[src/rtl/div_pkg.sv]
// Shared definitions for the sequential restoring divider: FSM states,
// default operand width and the quotient returned on divide-by-zero.
package div_pkg;
  localparam int DEF_WIDTH = 32;
  localparam int MAX_WIDTH = 64;

  // Quotient reported for a zero divisor; sliced down to the operand width.
  localparam logic [MAX_WIDTH-1:0] DZ_QUO = '1;

  typedef enum logic [1:0] {
    S_IDLE,
    S_CALC,
    S_FIX,
    S_DONE
  } div_state_t;
endpackage

[src/rtl/div_step.sv]
// One combinational restoring-division step on a {rem,quo} pair.
module div_step #(
  parameter int WIDTH = 32
) (
  input  logic [WIDTH-1:0] rem,
  input  logic [WIDTH-1:0] quo,
  input  logic [WIDTH-1:0] dvs,
  output logic [WIDTH-1:0] rem_n,
  output logic [WIDTH-1:0] quo_n
);
  logic [WIDTH:0]   wide;
  logic [WIDTH-1:0] diff;
  logic             fits;

  // The shifted partial remainder needs one extra bit before the compare.
  assign wide  = {rem, quo[WIDTH-1]};
  assign fits  = (wide >= {1'b0, dvs});
  assign diff  = wide[WIDTH-1:0] - dvs;
  assign rem_n = fits ? diff : wide[WIDTH-1:0];
  assign quo_n = {quo[WIDTH-2:0], fits};
endmodule

[src/rtl/seq_divider.sv]
// Sequential restoring divider, one quotient bit per cycle.
// Signed operation is built only with SEQ_DIVIDER_SIGNED_EN defined.
module seq_divider
  import div_pkg::*;
#(
  parameter int WIDTH = DEF_WIDTH
) (
  input  logic             CLK,
  input  logic             RST_N,
  input  logic             START,
  input  logic             SIGNED,
  input  logic [WIDTH-1:0] A,
  input  logic [WIDTH-1:0] B,
  output logic             BUSY,
  output logic             DONE,
  output logic [WIDTH-1:0] Q,
  output logic [WIDTH-1:0] R,
  output logic             DZ,
  output logic             OF
);
  localparam int CW = $clog2(WIDTH) + 1;

  div_state_t       state, nxt;
  logic [CW-1:0]    cnt;
  logic [WIDTH-1:0] rem, quo, dvs;
  logic [WIDTH-1:0] rem_n, quo_n;
  logic             qneg, rneg, skip;
  logic [WIDTH-1:0] q_r, r_r;
  logic             dz_r, of_r;

  logic             a_neg, b_neg, b_zero, ovf;
  logic [WIDTH-1:0] a_mag, b_mag;

  assign b_zero = (B == '0);

`ifdef SEQ_DIVIDER_SIGNED_EN
  assign a_neg = SIGNED & A[WIDTH-1];
  assign b_neg = SIGNED & B[WIDTH-1];
  assign a_mag = a_neg ? -A : A;
  assign b_mag = b_neg ? -B : B;
  assign ovf   = SIGNED && (A == {1'b1, {(WIDTH-1){1'b0}}}) && (&B);
`else
  logic sgn_unused;
  assign sgn_unused = SIGNED;
  assign a_neg = 1'b0;
  assign b_neg = 1'b0;
  assign a_mag = A;
  assign b_mag = B;
  assign ovf   = 1'b0;
`endif

  div_step #(.WIDTH(WIDTH)) u_step (
    .rem   (rem),
    .quo   (quo),
    .dvs   (dvs),
    .rem_n (rem_n),
    .quo_n (quo_n)
  );

  always_comb begin
    nxt = state;
    case (state)
      S_IDLE: if (START) nxt = (b_zero || ovf) ? S_FIX : S_CALC;
      S_CALC: if (cnt == CW'(WIDTH-1)) nxt = S_FIX;
      S_FIX:  nxt = S_DONE;
      S_DONE: nxt = S_IDLE;
      default: nxt = S_IDLE;
    endcase
  end

  always_ff @(posedge CLK) begin
    if (!RST_N) begin
      state <= S_IDLE;
      cnt   <= '0;
      rem   <= '0;
      quo   <= '0;
      dvs   <= '0;
      qneg  <= 1'b0;
      rneg  <= 1'b0;
      skip  <= 1'b0;
      q_r   <= '0;
      r_r   <= '0;
      dz_r  <= 1'b0;
      of_r  <= 1'b0;
    end else begin
      state <= nxt;
      case (state)
        S_IDLE: if (START) begin
          cnt  <= '0;
          rem  <= '0;
          quo  <= a_mag;
          dvs  <= b_mag;
          qneg <= a_neg ^ b_neg;
          rneg <= a_neg;
          skip <= b_zero | ovf;
          dz_r <= b_zero;
          of_r <= ovf & ~b_zero;
          // Special cases bypass CALC, so their results are loaded here.
          if (b_zero) begin
            q_r <= DZ_QUO[WIDTH-1:0];
            r_r <= A;
          end else if (ovf) begin
            q_r <= A;
            r_r <= '0;
          end
        end
        S_CALC: begin
          rem <= rem_n;
          quo <= quo_n;
          cnt <= cnt + 1'b1;
        end
        S_FIX: if (!skip) begin
          q_r <= qneg ? -quo : quo;
          r_r <= rneg ? -rem : rem;
        end
        default: ;
      endcase
    end
  end

  assign BUSY = (state == S_CALC) || (state == S_FIX);
  assign DONE = (state == S_DONE);
  assign Q    = q_r;
  assign R    = r_r;
  assign DZ   = dz_r;
  assign OF   = of_r;
endmodule

[config.mk]
export PLATFORM = sky130hd
export DESIGN_NAME = seq_divider
export DESIGN_NICKNAME = d
export VERILOG_FILES = /design/src/rtl/div_pkg.sv /design/src/rtl/div_step.sv /design/src/rtl/seq_divider.sv
export SDC_FILE = /design/constraint.sdc
export NUM_CORES = 1
export LEC_CHECK = 0
export ABC_AREA = 1
export ABC_CLOCK_PERIOD_IN_PS = 3100
export CELL_PAD_IN_SITES_DETAIL_PLACEMENT = 0
export CELL_PAD_IN_SITES_GLOBAL_PLACEMENT = 1
export CORE_MARGIN = 3
export CORE_UTILIZATION = 43
export DETAILED_ROUTE_END_ITERATION = 8
export PLACE_DENSITY = 0.86
export RECOVER_POWER = 25
export SLEW_MARGIN = 40
export SYNTH_ARGS = -nofsm -noshare
export SYNTH_HDL_FRONTEND = slang
export SYNTH_HIERARCHICAL = 1
export SYNTH_SLANG_ARGS = --single-unit
[constraint.sdc]
create_clock -name CLK -period 3.1 [get_ports CLK]
set_input_delay 0.62 -clock CLK [delete_from_list [all_inputs] [get_ports CLK]]
set_output_delay 0.62 -clock CLK [all_outputs]
set_load 0.1 [all_outputs]
==> impl_metrics.env <==
export IMPL_insertion_delay_ns=0.43
export IMPL_cts_tree="done"
export IMPL_areaGrowthSynthToFinish_pct=13.34
export IMPL_synthesis_nets=1774
export IMPL_final_cell_mix="nand2_1, nor2_1, dfxtp_1"
export IMPL_min_from="R[0]$_SDFFE_PN0P_"
export IMPL_path_clk_slew_ns=0.07
export IMPL_drv_cap=0
export IMPL_setup_viol=0
export IMPL_leakagePower_nw=5.442
export IMPL_finalNetCount=1822
export IMPL_synth_warnings=6
export IMPL_vias=10373
export IMPL_max_freq_mhz=387.6
export IMPL_drive_gt1_share_pct=5.382
export IMPL_synth_cells=1667
export IMPL_ant_nets=0
export IMPL_synth_fa_ha_area_share_pct=4.646
export IMPL_die_area_um2=26730
export IMPL_ys_top_cells_by_area="dfxtp_1, nand2_1, nor2_1"
export IMPL_hold_viol=0
export IMPL_initial_core_util_pct=43.85
export IMPL_netlist_area_um2=10670
export IMPL_ir_worst_vdd_mv=0.6810
export IMPL_fin_crit_sh_pct=83.23
export IMPL_timing_final_max_slew_violations=0
export IMPL_core_um2=24320
export IMPL_ys_seq_elements=169
export IMPL_worstSetupStartpoint="quo[31]$_SDFFE_PN0P_"
export IMPL_synth_xor_area_share_pct=1.150
export IMPL_num_rows=57
export IMPL_drc=0
export IMPL_startpoint_type="register"
export IMPL_viasPerCell=5.055
export IMPL_avgRoutedWirePerCell_um=14.61
export IMPL_synth_top_area_share_pct=31.72
export IMPL_synth_top_family_by_area="simple AND/OR/NAND/NOR gates"
export IMPL_arrival_ns=2.92
export IMPL_htreeDepth=4
export IMPL_reg2regPathDepth=14
export IMPL_cts_buffers_inserted=17
export IMPL_overflow=0
export IMPL_layout_min_cycle_time_ns=2.580
export IMPL_synth_largest_area_cell="dfxtp_1"
export IMPL_ys_types=39
export IMPL_ios=136
export IMPL_crit_required_ns=3.44
export IMPL_status="complete, no violations"
export IMPL_synth_compound_area_share_pct=11.61
export IMPL_path_class="register to register"
export IMPL_rsz0062_at_grt="false"
export IMPL_setup_tns_ns=0
export IMPL_cts_repair_resized=0
export IMPL_cts_setup_buffers=0
export IMPL_port_buffers=133
export IMPL_wl_um=29980
export IMPL_ctsHoldBuffers=0
export IMPL_clockBufferDepth=2
export IMPL_grt_util_all_layers_pct=22.50
export IMPL_dp_hpwl_um=22370
export IMPL_first_pass_iters=5
export IMPL_die_w_um=163.5
export IMPL_hold_path_class="register to register"
export IMPL_timing_rr_start="quo[31]$_SDFFE_PN0P_"
export IMPL_holdPathStages=2
export IMPL_path_max_fanout=3
export IMPL_clockRootBuffer="clkbuf_16"
export IMPL_powerDensity_nw_per_um2=1166
export IMPL_grt_max_degree=129
export IMPL_gp_congestion=0.9454
export IMPL_muxShareOfSynthArea_pct=3.003
export IMPL_slew_headroom_pct=19.83
export IMPL_antenna_found_initial=1
export IMPL_finClkSkew_ns=0.01996
export IMPL_grt_pass1_wl_um=48460
export IMPL_end_kind="register"
export IMPL_drtIter0Drc=815
export IMPL_chipHeight_um=163.5
export IMPL_syn_area_per_cell_um2=6.398
export IMPL_clkSinkCount=169
export IMPL_diodes=0
export IMPL_grt_pass1_vias=9388
export IMPL_worst_pin_slew_ns=1.208
export IMPL_seq_area_frac_synth_pct=31.72
export IMPL_nFillCells=2622
export IMPL_yosys_area_share_simple_pct=34.91
export IMPL_p_total_mw=14.09
export IMPL_reg2reg_slack_ns=0.52
export IMPL_layout_commonest_cell="nand2_1"
[worst max-delay path: stages, from the launching register on]
cell	delay, ns
dfxtp_1	0.36
inv_1	0.08
ha_1	0.25
fa_1	0.46
inv_1	0.15
nand3_1	0.08
nand3_1	0.17
nand2_1	0.07
nand3_1	0.19
nand3_1	0.13
nand3b_1	0.12
nand3_2	0.10
nand2_1	0.08
nand3_1	0.07
a21oi_1	0.17
[metrics by stage]
stage / worst slack [ns] / cell area, um2 / hold slack [ns] / std cells / utilization [%]
after floorplan: 1.128 / 10670 / 0.4550 / 1667 / -
after global placement: 0.2998 / 11730 / 0.4624 / 2020 / 48.23
after detailed placement: 0.2554 / 11730 / 0.4679 / 2020 / 48.23
after CTS: 0.5505 / 12310 / 0.4859 / 2052 / 50.61
after global routing: 0.3035 / 12090 / 0.5043 / 2052 / 49.70
final: 0.5199 / 12090 / 0.4781 / 2052 / 49.70
[area by class of cell]
type,instances,area [um2],share of cell area (%)
repair buffers,156,1150,9.512
inverters,167,626.9,5.186
well taps,324,405.4,3.354
clock inverters,13,136.4,1.128
multi-input cells,1204,5943,49.17
flip-flops and latches,169,3383,27.99
clock buffers,19,442.9,3.664
[path summary, 6_finish.rpt]
path                     endpoint
min             R[0]$_SDFFE_PN0P_
min reg2reg     R[0]$_SDFFE_PN0P_
max          rem[16]$_SDFFE_PN0P_
max reg2reg  rem[16]$_SDFFE_PN0P_
[per-layer routing]
layer,GRT usage (%),wire (um),up-vias
li1,-,-,5411
met1,31.54,14430,4646
met2,35.68,13340,276
met3,3.601,1618,38
met4,6.613,582,2
met5,0,13,-
[synth_stat cells (all sizes together)]
library cell / count
nand2: 459
nor2: 218
dfxtp: 169
nand3: 168
inv: 164
a21oi: 128
buf: 84
o21ai: 72
clkbuf: 43
ha: 38
a31oi: 32
mux2i: 32
xor2: 13
nor3: 12
nand3b: 11
and2: 8
clkinv: 3
nand4: 3
a211oi: 2
a21o: 2
conb: 1
fa: 1
nor3b: 1
o211ai: 1
or2: 1
xnor2: 1
[registers in the layout, summed over array words and instances (netlist names)]
register	cells
Q	32
R	32
dvs	32
quo	32
rem	32
cnt	6
state	2
DZ	1
[kinds of logic (layout without fill, tap and decap cells)]
family | after synthesis | count (layout)
AND/OR/NAND/NOR | 881 | 881
flip-flops | 169 | 169
other | 1 | 1
buffers and inverters | 294 | 355
AO/OA/AOI/OAI | 237 | 237
XOR/XNOR | 14 | 14
adder cells (fa/ha/maj) | 39 | 39
multiplexers | 32 | 32
[report_power, final]
group          internal (mW)  leakage [nW]  switching, mW
combinational           1.90          3.78           6.71
sequential              2.93          1.39          0.453
clock                   1.09         0.277           1.01
Note: power is estimated with default switching activity, not from simulation.
